File: config.mk
export PLATFORM = sky130hd
export DESIGN_NAME = aes_chk_lane
export DESIGN_NICKNAME = d
export VERILOG_FILES = /design/src/rtl/aes_chk_pkg.sv /design/src/rtl/aes_vector_checker_lane.sv
export SDC_FILE = /design/constraint.sdc
export NUM_CORES = 1
export LEC_CHECK = 0
export CAP_MARGIN = 10
export CORE_MARGIN = 1.5
export CORE_UTILIZATION = 55
export CTS_CLUSTER_SIZE = 8
export DETAILED_ROUTE_END_ITERATION = 8
export DONT_BUFFER_PORTS = 1
export GPL_TIMING_DRIVEN = 1
export PLACE_DENSITY = 0.68
export SYNTH_ARGS = -nofsm -noshare
export SYNTH_HDL_FRONTEND = slang
export SYNTH_SLANG_ARGS = --single-unit
File: constraint.sdc
create_clock -name i_clk -period 7.2 [get_ports i_clk]
set_input_delay 1.08 -clock i_clk [delete_from_list [all_inputs] [get_ports i_clk]]
set_output_delay 1.08 -clock i_clk [all_outputs]
set_load 0.05 [all_outputs]
File: src/rtl/aes_chk_pkg.sv
// Shared types and helpers for the AES vector checker: FSM encodings, load selectors
// and the completed_round progression rule.
package aes_chk_pkg;

  typedef enum logic [2:0] {
    L_IDLE  = 3'd0,
    L_FETCH = 3'd1,
    L_ISSUE = 3'd2,
    L_WAIT  = 3'd3,
    L_CHECK = 3'd4,
    L_SKIP  = 3'd5,
    L_DONE  = 3'd6
  } lane_state_t;

  typedef enum logic [1:0] {
    T_IDLE   = 2'd0,
    T_RUN    = 2'd1,
    T_REPORT = 2'd2
  } top_state_t;

  localparam logic [1:0] LD_PLAIN = 2'd0;
  localparam logic [1:0] LD_KEY   = 2'd1;
  localparam logic [1:0] LD_EXP   = 2'd2;

  // Legal when cur is one-hot and is bit0 (no history) or exactly last shifted left by one.
  function automatic logic onehot_next(input logic [31:0] last, input logic [31:0] cur);
    logic        is_onehot;
    logic [31:0] want;
    is_onehot = (cur != 32'd0) && ((cur & (cur - 32'd1)) == 32'd0);
    if (last == 32'd0) begin
      want = 32'd1;
    end else begin
      want = last << 1;
    end
    return is_onehot && (cur == want);
  endfunction

endpackage

File: src/rtl/aes_vector_checker_lane.sv
// One lane of the checker: walks its share of the vector set through a single AES core,
// timing out stalled vectors and watching the completed_round progress bus.
module aes_chk_lane
  import aes_chk_pkg::*;
#(
  parameter int NUM_VECTORS = 1000,
  parameter int NUM_LANES   = 1,
  parameter int LANE_ID     = 0,
  parameter int DATA_W      = 128,
  parameter int ROUNDS      = 10,
  parameter int TIMEOUT     = 64,
  parameter int VW          = 10
) (
  input  logic              i_clk,
  input  logic              i_rst,
  input  logic              i_go,
  input  logic              i_grant,
  input  logic              i_done,
  input  logic [DATA_W-1:0] i_cipher_text,
  input  logic [DATA_W-1:0] i_expected,
  input  logic [ROUNDS-1:0] i_completed_round,
  output logic              o_req,
  output logic [VW-1:0]     o_idx,
  output logic              o_start,
  output logic              o_lane_done,
  output logic              o_mismatch,
  output logic              o_timeout,
  output logic              o_round_err
);

  localparam int IW = VW + 4;
  localparam int CW = $clog2(TIMEOUT + 1);

  lane_state_t       r_state;
  lane_state_t       w_next;
  logic [VW-1:0]     r_idx;
  logic [DATA_W-1:0] r_ct;
  logic [CW-1:0]     r_cnt;
  logic [ROUNDS-1:0] r_last_round;
  logic              r_start;
  logic [IW-1:0]     w_idx_next;
  logic              w_more;
  logic              w_timeout;
  logic              w_round_bad;
  logic [31:0]       w_round32;
  logic [31:0]       w_last32;

  assign w_idx_next = {4'b0000, r_idx} + IW'(NUM_LANES);
  assign w_more     = (w_idx_next < IW'(NUM_VECTORS));
  assign w_timeout  = (r_state == L_WAIT) && !i_done && (r_cnt >= CW'(TIMEOUT - 1));
  assign w_round32  = 32'(i_completed_round);
  assign w_last32   = 32'(r_last_round);
  // A held value is not progress, so only a change of the nonzero bus is judged.
  assign w_round_bad = (r_state == L_WAIT) && (i_completed_round != {ROUNDS{1'b0}}) &&
                       (i_completed_round != r_last_round) && !onehot_next(w_last32, w_round32);

  always_comb begin
    w_next = r_state;
    case (r_state)
      L_IDLE, L_DONE: begin
        if (i_go) begin
          w_next = (LANE_ID < NUM_VECTORS) ? L_FETCH : L_DONE;
        end else begin
          w_next = r_state;
        end
      end
      L_FETCH: w_next = i_grant ? L_ISSUE : L_FETCH;
      L_ISSUE: w_next = L_WAIT;
      L_WAIT: begin
        if (i_done) begin
          w_next = L_CHECK;
        end else if (w_timeout) begin
          w_next = L_SKIP;
        end else begin
          w_next = L_WAIT;
        end
      end
      L_CHECK, L_SKIP: w_next = w_more ? L_FETCH : L_DONE;
      default: w_next = L_IDLE;
    endcase
  end

  always_ff @(posedge i_clk or posedge i_rst) begin
    if (i_rst) begin
      r_state      <= L_IDLE;
      r_idx        <= {VW{1'b0}};
      r_ct         <= {DATA_W{1'b0}};
      r_cnt        <= {CW{1'b0}};
      r_last_round <= {ROUNDS{1'b0}};
      r_start      <= 1'b0;
    end else begin
      r_state <= w_next;
      r_start <= (w_next == L_ISSUE) || (w_next == L_WAIT);
      if (i_go && ((r_state == L_IDLE) || (r_state == L_DONE))) begin
        r_idx <= VW'(LANE_ID);
      end
      if (((r_state == L_CHECK) || (r_state == L_SKIP)) && w_more) begin
        r_idx <= w_idx_next[VW-1:0];
      end
      if (r_state == L_ISSUE) begin
        r_cnt        <= CW'(1);
        r_last_round <= {ROUNDS{1'b0}};
      end
      if (r_state == L_WAIT) begin
        r_cnt <= r_cnt + CW'(1);
        if (i_completed_round != {ROUNDS{1'b0}}) begin
          r_last_round <= i_completed_round;
        end
        if (i_done) begin
          r_ct <= i_cipher_text;
        end
      end
    end
  end

  assign o_req       = (r_state == L_FETCH);
  assign o_idx       = r_idx;
  assign o_start     = r_start;
  assign o_lane_done = (r_state == L_DONE);
  assign o_mismatch  = ((r_state == L_CHECK) && (r_ct != i_expected)) || (r_state == L_SKIP);
  assign o_timeout   = w_timeout;
  assign o_round_err = w_round_bad;

endmodule

==> results, run 1 <==
- In this run the number of H-tree levels came out at 4.
- The number of antenna violations at the first check in global routing is 2.
- For this run, the total global-route usage over all layers was measured as 0.2409.
- The path with the worst hold slack has its endpoint at r_cnt[5].
- The final count of hold timing violations is 0.
- The share of total power dissipated in sequential elements is 0.446.
- STA puts the critical path data arrival time at between 3000 and 4000 ps.
- For the finished layout, the period the worst path requires is roughly 4400 ps.
- For this run, asynchronously set or reset flops after synthesis account for 1.000.
- The run finished with clean final reports.
- The minimum hold slack is roughly 480 ps.
- The share of power burned in combinational logic is 0.326.
- Before antenna repair, the detailed router went through 4 iterations.
- The biggest area contributor in the post-synthesis netlist is dfrtp_1.
- Synthesis inferred between 150 and 200 register bits.
- The analysis attributes to net switching a power of about 1.3 mW.
- The number of cells on the worst hold path is 1.
- The via count of the first global-routing pass is approximately 5,500.
- The final setup skew is a little under 7 ps.
- Gates resized during post-CTS repair numbered 0.
- Internal power comes to approximately 2.5 mW.
- The kind of start point of the critical path is a register.
- By area the synthesized netlist is led by dfrtp_1 48%, mux2_2 18%, xor2_1 7.6%.
- For the pin with the worst max-slew slack, the measured transition is between 1000 and 1500 ps.
- The number of max-slew violations in the final report came to 0.
- Max-cap violations in this run came to 0.
- For this run, the number of Yosys warnings is 0.
- The count of nets left with antenna violations once routing finished came out at 0.
- After synthesis, the mean cell area works out to roughly 12 sq um.
- By count the netlist is led by 159 x dfrtp_1, 129 x mux2_2, 71 x xor2_1.
- The cell sitting at the root of the clock tree is a clkbuf_16.
- The pin count of the biggest net entering global routing is 83.
- Among all flip-flop cells after synthesis, the most frequent one is dfrtp_1.
- The distinct cell type count after synthesis is 59.
- The worst-case IR drop observed on VDD is ~0.24 mV.
- In this run the tool buffered the top-level ports with 0 buffer cells.
- The launch instance of the worst register-to-register path is r_state[1].
- The detailed-route wire length per cell is 21.03 microns.
- After detailed routing, the number of vias per cell comes to 5.948.
- The core outline area is ~0.015 sq mm.
- The ratio of final minimum period to clock period is 0.6109.
- Counting flops with a built-in enable in the synthesized netlist gives 0.
- The post-route core utilization is 0.6139.
- The combined area of all synthesized cells is approximately 0.0082 sq mm.
- In this run the worst path has a maximum fanout of 10.
- In this run, placement finished with an instance count of 851.
- The depth of the worst register-to-register path is 5.
- The effective utilization at floorplan is 0.5645.
- The share of cells above drive strength 1 is 0.2504.
- The width of the chip is about 130 microns.
- The data required time of the worst path is 6120 ps.
- The power density of the placed cells is between 400 and 500 mW/mm^2.
- The net count after synthesis is just under 1,000.
- The post-layout net count is roughly 960.
- Of the total power, the share spent switching nets is 0.3313.
- The wire length of the first global-routing pass is just under 30 mm.
- The TritonCTS clock tree is built.
- The wire length reported by the detailed router is 18.59 mm.
- Summed over all layers, the global routing overflow is 0.
- The cell leakage power is roughly 3.7 nW.
- The worst hold path belongs to the class reg -> reg.
- Row generation in the floorplan step produced 44 rows.
- After technology mapping, the gate count stands at slightly below 700.
- STA classifies the critical path endpoint as a primary output.
- The number of hold buffers added after CTS was 0.
- Setup violations remaining at the end of the flow were counted as 0.
- The number of sinks driven by the clock tree is ~160.
- Of the post-synthesis cell area, the dominant cell type holds 0.4850.
- With fillers left out, the area of the finished cells amounts to about 0.0089 sq mm.
- Pin placement for this block handled 287 I/O pins.
- Detailed placement ended at an HPWL of 14.24 mm.
- The floorplan step set the die height to roughly 130 microns.
- The startpoint identified for the worst hold timing path is r_cnt[5].
- The most common cell in the synthesized netlist is dfrtp_1.
- Derived from the worst setup path, the maximum achievable clock frequency is 227.4 MHz.
- The first routing iteration left about 330 violations.
- The worst-case register-to-register setup slack is 3930 ps.
- Once placement finished, the instance area stood at about 0.0084 sq mm.
- The number of inserted filler cells in the final layout is between 1,000 and 1,500.
- The fraction of the yosys area taken by sequential cells is 0.4850.
- The full die area is around 0.016 sq mm.
- The critical path in this run is classified as reg -> out.
- The number of setup buffers added after CTS is 0.
- The global placement routability congestion is 0.8742.
- The worst pin sits at a relative slew slack of 0.1333.
- The source-to-sink clock delay at the later pin of the worst-skew pair is about 420 ps.
- The number of DRC violations after detailed routing is 0.
- Setup repair after global routing left no endpoint under its margin.
- The synthesis-to-finish area growth is 8.754%.
- The clock-pin slew on the worst setup and hold paths is 60 ps.
- Setup total negative slack on the finished layout was measured at 0 ps.
- The clock passes through at most 2 buffers.
- The total number of vias is approximately 5,300.
- Excluding fillers, the count of instances in the completed layout stands at ~880.
- The part of the total power dissipated in the clock network is 0.229.
- The endpoint of the worst-slack reg-to-reg timing path is r_ct[91].
- The number of CTS-inserted buffers is 17.
==> cells in the final DEF (no fill, tap or decap), drive strengths merged, types with 2 or more instances in the layout <==
cell,netlist,layout
clkbuf,5,21
o32ai,2,2
nor3,9,9
nor2,17,17
bufinv,0,2
nand3,21,21
and2,3,3
nor2b,4,4
clkinv,0,6
nand2b,6,6
mux2i,4,4
xnor2,67,67
nand4,21,21
o31ai,4,4
xor2,71,71
ha,2,2
or3,2,2
nand3b,2,2
nand2,39,39
a41oi,2,2
o22ai,4,4
a22oi,2,2
nor4,28,28
o21a,5,5
a21oi,5,5
inv,16,16
dfrtp,159,159
or4,2,2
o21ai,13,13
a221o,3,3
a221oi,3,3
clkinvlp,0,3
o221ai,2,2
buf,20,3
mux2,129,129
==> cells by family (layout without fill, tap and decap cells) <==
logic type,count (synthesis),in the layout,synth area share
other cells,0,1,0
fa+ha+maj,2,2,0.003050
buf+inv,41,51,0.02211
flops,159,159,0.4850
xor+xnor,138,138,0.1473
mux,133,133,0.1819
simple gates,159,159,0.1081
compound gates,57,57,0.05247
==> metal layers <==
metal / share of wire / track usage / up-vias
met5: 0.00070 / 0 / -
li1: - / - / 2433
met2: 0.50 / 0.4005 / 192
met3: 0.076 / 0.07617 / 36
met1: 0.39 / 0.2931 / 2595
met4: 0.024 / 0.09559 / 2
==> flip-flops by register name (all words and copies together), names as in the netlist <==
register,flops
o_idx,10
r_ct,128
o_start,1
r_state,3
r_cnt,7
r_last_round,10
==> power by group through the flow <==
stage          Sequential [mW]  Clock, mW  Combinational [mW]
2_1_floorplan             1.60          0                1.09
4_1_cts                   1.69      0.884                1.25
3_3_place_gp              1.68          0                1.19
3_5_place_dp              1.70          0                1.24
6_report                  1.69      0.867                1.23
5_1_grt                   1.74      0.922                1.37
==> critical path, cell delays in order (launching register included) <==
cell and delay [ps]:
dfrtp_1 470, nor2b_1 600, and2_1 490, o21a_1 320, o21ai_0 130, a41oi_1 890
==> how the worst max path moves through the flow <==
| stage | startpoint | slack [ps] | cells past startpoint | endpoint |
|---|---|---|---|---|
| after floorplan | i_rst | 1830 | 1 | o_idx[0] |
| after global placement | i_expected[58] | 2870 | 5 | o_mismatch |
| after detailed placement | i_expected[58] | 2880 | 5 | o_mismatch |
| after CTS | r_state[1] | 2780 | 5 | o_round_err |
| after global routing | r_state[1] | 2540 | 5 | o_round_err |
| final | r_state[1] | 2800 | 5 | o_round_err |
==> through the flow <==
stage | worst slack, ps | power (mW)
6_report | 2802 | 3.790
5_1_grt | 2535 | 4.030
4_1_cts | 2783 | 3.817
3_5_place_dp | 2875 | 2.938
3_3_place_gp | 2871 | 2.873
2_1_floorplan | 1828 | 2.690
==> final cells by class <==
class / count / area [sq um] / area share
antenna: 1 / 2.502 / 0.0002805
clock buffer: 21 / 450.4 / 0.05048
clock inverter: 11 / 116.4 / 0.01304
inverter: 16 / 65.06 / 0.007292
multi-input combinational: 489 / 4056 / 0.4546
sequential: 159 / 3979 / 0.4459
tap: 184 / 230.2 / 0.02580
timing repair buffer: 3 / 22.52 / 0.002524
Power figures use the tool's default switching activity.
==> inputs of run 2 (changes only) <==
Clock period 7.2 ns to 4.1 ns, I/O delays scaled along.
==> run 2 against run 1 <==
- clock power up 79%
- core utilization grew 0.48 points
- routed wire length rose by 0.20%
- via count up 1.1%
- critical path type unchanged
- largest power group unchanged
- highest routed layer is now met4
==> results, run 2 (synthesized netlist as in run 1, its figures left out) <==
- The flow ran to the end, and the final reports show no timing, DRC or antenna violations.
- The share of power burned in combinational logic is 0.326 (about the same).
- The area of the multi-input gates is 0.004056 sq mm (unchanged).
- The switching component of the power was 2.210 mW (+76%).
- The number of hold buffers added after cts is 0 (unchanged).
- The max-capacitance violation count came to 0 (unchanged).
- The number of sinks driven by the clock tree was 159 (unchanged).
- The via count of the first global-routing pass was 5,489 (-0.72%).
- The detailed-route wire length per cell is 21.00 microns (-0.13%).
- The global placement routability congestion is 0.9313 (+6.5%).
- The number of setup buffers added after CTS is 0 (unchanged).
- In this run the critical register-to-register path is captured at r_ct[42].
- The internal power summed over all cells is 4.498 mW (+77%).
- The number of buffer cells added on primary ports came to 0 (unchanged).
- The detailed-placement wirelength estimate is 14.41 mm (+1.2%).
- For the finished layout, the period the worst path requires is 3356 ps.
- The data required time of the worst path is 3480 ps (-2640 ps).
- The number of placed instances with taps included is 854 (+0.35%).
- The launch instance of the worst register-to-register path is r_state[1].
- In this run the worst hold path is classified as in -> async.
- The fraction of power consumed by sequential logic is 0.442 (-0.004).
- The power density of the placed cells is 746.0 mW/mm^2 (+76%).
- The number of flip-flops under the largest register name is 128 (unchanged).
- The share of cells above drive strength 1 is 0.2578 (+0.007477).
- The synthesis-to-finish area growth is 9.608%.
- The ratio of routed vias to standard cells was 5.995 (+0.80%).
- The worst-case register-to-register setup slack was 1340 ps (-2590 ps).
- Counting flops per register, the top entry is r_ct.
- STA classifies the critical path endpoint as a primary output.
- The top cell types in the final layout, fill and taps aside, are 159 x dfrtp_1, 129 x mux2_2, 71 x xor2_1.
- The total number of vias was 5,318 (+1.1%).
- The final-layout setup total negative slack is 0 ps (unchanged).
- The kind of start point of the critical path is a register.
- The number of top-level design ports is 287 (unchanged).
- The pin count of the biggest net entering global routing is 124 (+49%).
- The count of instances resized after the clock tree is built is 0 (unchanged).
- The number of CTS-inserted buffers is 17 (unchanged).
- The worst slack at placement is 1013 ps (-1862 ps).
- The switching part of the total power was 0.3295 (-0.001774).
- The maximum vdd ir drop is 0.3792 mV (+59%).
- The clock-pin slew on the worst setup and hold paths came to 60 ps (about the same).
- The final count of hold timing violations came to 0 (unchanged).
- The number of inserted filler cells in the final layout was 1,189 (+0.68%).
- The width of the chip was 125.1 microns (unchanged).
- The TritonCTS clock tree is built.
- The final design area excluding fillers came to 0.008992 sq mm (+0.79%).
- The core outline area is 0.01453 sq mm (unchanged).
- The depth of the worst register-to-register path was 6 (+1).
- The slew at the pin with the worst max-slew slack came to 945.8 ps (-337.3 ps).
- The number of nets with antenna violations after routing was 0 (unchanged).
- The cell leakage power is 3.735 nW (+0.92%).
- The number of antenna violations at the first check in global routing is 1 (-1).
- The post-route core utilization is 0.6187 (+0.004821).
- Based on the critical path, the design can be clocked at up to around 300 MHz.
- The total grt overflow was 0 (unchanged).
- Clock tree synthesis selected as its root buffer the cell clkbuf_16.
- The number of DRC violations after detailed routing is 0 (unchanged).
- The post-layout net count is 962 (+0.31%).
- The relative slew slack is 0.3695 (+0.2361).
- The depth of the CTS H-tree is 4 (unchanged).
- The final cell count without fillers is 887 (+0.34%).
- The number of standard-cell rows in the floorplan is 44 (unchanged).
- The area of all sequential standard cells is 0.003979 sq mm (unchanged).
- The number of max-slew violations in the final report came to 0 (unchanged).
- The wire length reported by the detailed router was 18.63 mm (+0.20%).
- The total cell area at the placement stage is 0.008399 sq mm (+0.55%).
- The library cell used most frequently in the layout, excluding fill and tap cells, is dfrtp_1.
- The maximum fanout encountered on the critical timing path is 2 (-8).
- The number of iterations in the first detailed-routing pass is 5 (+1).
- The final setup skew is 7.353 ps (+0.4843 ps).
- The effective utilization at floorplan is 0.5645 (unchanged).
- The part of the total power dissipated in the clock network came to 0.232 (+0.003).
- The number of setup violations in the final report is 0 (unchanged).
- The vertical extent of the die is 125.1 microns (unchanged).
- The global routing usage summed across all routing layers is 0.2367 (-0.004280).
- The final worst slack came to 744.2 ps (-2058 ps).
- The setup path with the least slack is of type reg -> out.
- The count of routing violations after the opening detailed-route iteration came to 298 (-8.9%).
- The wire length of the first global-routing pass is 28.68 mm (-2.3%).
- The maximum clock insertion buffer count is 2 (unchanged).
- Setup repair after global routing left no endpoint under its margin.
- The source-to-sink clock delay at the later pin of the worst-skew pair is 410 ps (about the same).
- The arrival time at the worst endpoint is 2740 ps (-580 ps).
- The worst setup path startpoint is r_ct[58].
- The full die area is 0.01566 sq mm (unchanged).
- The ratio of final minimum period to clock period is 0.8185.
[run 2: power groups by stage]
stage	Sequential [mW]	Combinational, mW	Clock (mW)
final	2.97	2.19	1.55
after global routing	3.06	2.41	1.65
after CTS	2.96	2.21	1.59
after detailed placement	2.99	2.21	0
after global placement	2.94	2.13	0
after floorplan	2.80	1.92	0
[run 2: how the worst max path moves through the flow]
stage             endpoint  slack, ps  depth (start not counted)
6_report        o_mismatch        740                          6
3_5_place_dp    o_mismatch       1010                          6
5_1_grt         o_mismatch        700                          6
3_3_place_gp    o_mismatch        990                          6
2_1_floorplan  o_round_err       1200                          7
4_1_cts         o_mismatch        790                          6
[run 2: area by class of cell]
class                           count  share of cell area
Antenna cell                        1           0.0002783
Clock buffer                       19             0.05037
Clock inverter                     13             0.01531
Inverter                           16            0.007096
Multi-Input combinational cell    489              0.4511
Sequential cell                   159              0.4425
Tap cell                          184             0.02560
Timing Repair Buffer                6            0.007792
[run 2: per-layer routing]
metal / share of wire / wire [microns] / track usage / vias up
li1: - / - / - / 2448
met1: 0.38 / 7092 / 0.2746 / 2592
met2: 0.51 / 9584 / 0.4079 / 248
met3: 0.084 / 1569 / 0.07745 / 30
met4: 0.021 / 385 / 0.09091 / 0
met5: 0 / 0 / 0 / -
[run 2: per-stage QoR]
step	hold WS (ps)	power [mW]
after floorplan	452.2	4.724
after global placement	475.4	5.071
after detailed placement	475.8	5.193
after CTS	218.4	6.769
after global routing	266.2	7.120
final	205.1	6.708
[run 2: worst max-delay path, stage by stage, from the launching register on]
cell     delay, ps
dfrtp_1        390
xor2_1         140
nor4_1         680
nand4_1        280
nor4_1         430
a41oi_1        180
buf_4          230
==> inputs of run 3 (changes only) <==
Clock period 4.1 ns to 3.25 ns, I/O delays scaled along.
==> run 3 against run 2 <==
- design area is 0.92% higher
- clock power is 26% higher
- critical endpoint unchanged
- critical path type unchanged
- via count up 0.53%
- routed wire length is 1.5% higher
- global-route usage increased by 0.97 points
- largest power group unchanged
- combinational power up 33%
==> results, run 3 (synthesized netlist as in run 1, its figures left out) <==
- The minimum hold slack is 81.61 ps (-123.5 ps).
- The number of DRC violations after detailed routing was 0 (unchanged).
- The final count of hold timing violations is 0 (unchanged).
- The CTS root buffer is clkbuf_16.
- The number of max-slew violations in the final report was 0 (unchanged).
- The detailed-placement wirelength estimate is 14.84 mm (+3.0%).
- The largest register by flop count is r_ct.
- The number of top-level design ports came to 287 (unchanged).
- Compared with the post-synthesis result, the final layout area differs by 10.61%.
- The vertical extent of the die was 125.1 microns (unchanged).
- The number of nets with antenna violations after routing is 0 (unchanged).
- The final cell count without fillers came to 895 (+0.90%).
- The total grt overflow was 0 (unchanged).
- The final-layout setup total negative slack is 0 ps (unchanged).
- The total number of vias came to 5,346 (+0.53%).
- On the critical path the largest part of the delay comes from simple AND/OR/NAND/NOR gates.
- Timing would allow up to roughly 330 MHz.
- The worst-path cell with the longest stage delay is nor4_1.
- The number of placed instances with taps included came to 863 (+1.1%).
- The number of buffer cells added on primary ports is 0 (unchanged).
- Setup repair after global routing left no endpoint under its margin.
- The count of routing violations after the opening detailed-route iteration is 274 (-8.1%).
- The library cells used most frequently in the layout, excluding fill and tap cells, are 159 x dfrtp_1, 129 x mux2_2, 71 x xor2_1.
- The wire length reported by the detailed router is 18.91 mm (+1.5%).
- The depth of the worst register-to-register path is 6 (unchanged).
- The number of antenna violations at the first check in global routing came to 1 (unchanged).
- The number of standard-cell rows in the floorplan was 44 (unchanged).
- The number of iterations in the first detailed-routing pass is 5 (unchanged).
- The ratio of routed vias to standard cells is 5.973 (-0.37%).
- The final setup skew is 10.83 ps (+3.477 ps).
- The power density of the placed cells was 940.7 mW/mm^2 (+26%).
- The global placement routability congestion is 0.8786 (-5.7%).
- The width of the chip came to 125.1 microns (unchanged).
- The startpoint identified for the worst register-to-register timing path is o_idx[4].
- The worst setup path startpoint is r_ct[8].
- The number of CTS-inserted buffers is 17 (unchanged).
- The library cell used most frequently in the layout, excluding fill and tap cells, is dfrtp_1.
- The max-capacitance violation count is 0 (unchanged).
- The slew at the pin with the worst max-slew slack came to 892.7 ps (-53.13 ps).
- The maximum vdd ir drop is 0.5003 mV (+32%).
- The most numerous cell on the critical path is nor4_1.
- The overall power of the completed layout is 8.537 mW (+27%).
- The number of setup violations in the final report came to 0 (unchanged).
- The type of the most critical hold path is in -> async.
- The via count of the first global-routing pass came to 5,669 (+3.3%).
- The number of flip-flops under the largest register name is 128 (unchanged).
- The source-to-sink clock delay at the later pin of the worst-skew pair is 430 ps (+20 ps).
- The number of inserted filler cells in the final layout is 1,135 (-4.5%).
- The count of instances resized after the clock tree is built is 0 (unchanged).
- The detailed-route wire length per cell is 21.13 microns (+0.59%).
- The data required time of the worst path is 2760 ps (-720 ps).
- The maximum clock insertion buffer count came to 2 (unchanged).
- The arrival time at the worst endpoint is 2530 ps (-210 ps).
- The TritonCTS clock tree is built.
- The depth of the CTS H-tree is 4 (unchanged).
- The ratio of final minimum period to clock period is 0.9289.
- The share of cells above drive strength 1 is 0.2658 (+0.007988).
- The antenna cell count is 0 (-1).
- The pin count of the biggest net entering global routing was 71 (-43%).
- The worst stage delay on the critical path came to 590 ps (-90 ps).
- The minimum period implied by the final worst setup slack is about 3000 ps.
- The full die area was 0.01566 sq mm (unchanged).
- The number of setup buffers added after CTS is 0 (unchanged).
- The kind of critical path is reg -> out.
- The global routing usage summed across all routing layers was 0.2463 (+0.009679).
- The number of buffer and inverter instances along the worst setup path is 1 (unchanged).
- The cell leakage power is 3.777 nW (+1.1%).
- The wire length of the first global-routing pass came to 29.80 mm (+3.9%).
- The maximum fanout encountered on the critical timing path is 2 (unchanged).
- The clock-pin slew on the worst setup and hold paths was 60 ps (about the same).
- The run finished with clean final reports.
- The core outline area is 0.01453 sq mm (unchanged).
- The number of hold buffers added after cts came to 0 (unchanged).
- The number of sinks driven by the clock tree is 159 (unchanged).
- The category of the worst setup path capture point is a primary output.
- The post-layout net count came to 971 (+0.94%).
- The critical path goes through xor2_1 > nor4_1 > o2111ai_1 > nor4_1 > a41oi_1 > buf_4.
- The endpoint of the worst-slack reg-to-reg timing path is o_idx[2].
- The relative slew slack is 0.4023 (+0.03281).
- The worst-case register-to-register setup slack came to 720 ps (-620 ps).
- The effective utilization at floorplan is 0.5645 (unchanged).
- The kind of start point of the critical path is a register.
[run 3: cell types whose count changed in the layout (fill, tap and decap cells not counted), sizes merged]
cell,delta
buf,+9
clkinvlp,+1
diode,-1
bufinv,-1
inv,+3
clkinv,-4
clkbuf,+1
[run 3: layout make-up]
type / count / area, sq um / share of cell area
clock buffers: 20 / 456.7 / 0.05032
clock inverters: 12 / 126.4 / 0.01393
inverters: 16 / 63.81 / 0.007032
multi-input cells: 489 / 4056 / 0.4470
flip-flops and latches: 159 / 3979 / 0.4384
well taps: 184 / 230.2 / 0.02537
repair buffers: 15 / 162.7 / 0.01792
[run 3: worst max path at each step]
| stage | end | slack, ps | depth (start not counted) |
|---|---|---|---|
| after floorplan | o_round_err | 580 | 8 |
| after global placement | o_round_err | 670 | 7 |
| after detailed placement | o_round_err | 610 | 7 |
| after CTS | o_round_err | 230 | 7 |
| after global routing | o_round_err | 40 | 7 |
| final | o_mismatch | 230 | 6 |
[run 3: power by group]
part | leakage [nW] | switching [mW] | internal, mW
logic | 1.58 | 1.30 | 1.63
registers | 1.92 | 0.739 | 2.92
clock network | 0.273 | 0.839 | 1.11
total | 3.78 | 2.87 | 5.66
[run 3: stage by stage]
| stage | utilization | instance area (sq um) | setup WS, ps |
|---|---|---|---|
| floorplan | - | 8208 | 577.5 |
| detailed placement | 0.5843 | 8492 | 608.7 |
| global route | 0.6244 | 9075 | 37.78 |
| CTS | 0.6244 | 9075 | 230.4 |
| global placement | 0.5843 | 8492 | 671.5 |
| finish | 0.6244 | 9075 | 231.2 |
[run 3: layer usage]
layer  wire (microns)  track usage  vias to the layer above
li1                 -            -                     2470
met1             7221       0.2847                     2604
met2             9564       0.4114                      237
met3             1693      0.09499                       33
met4              419       0.1023                        2
met5               10            0                        -
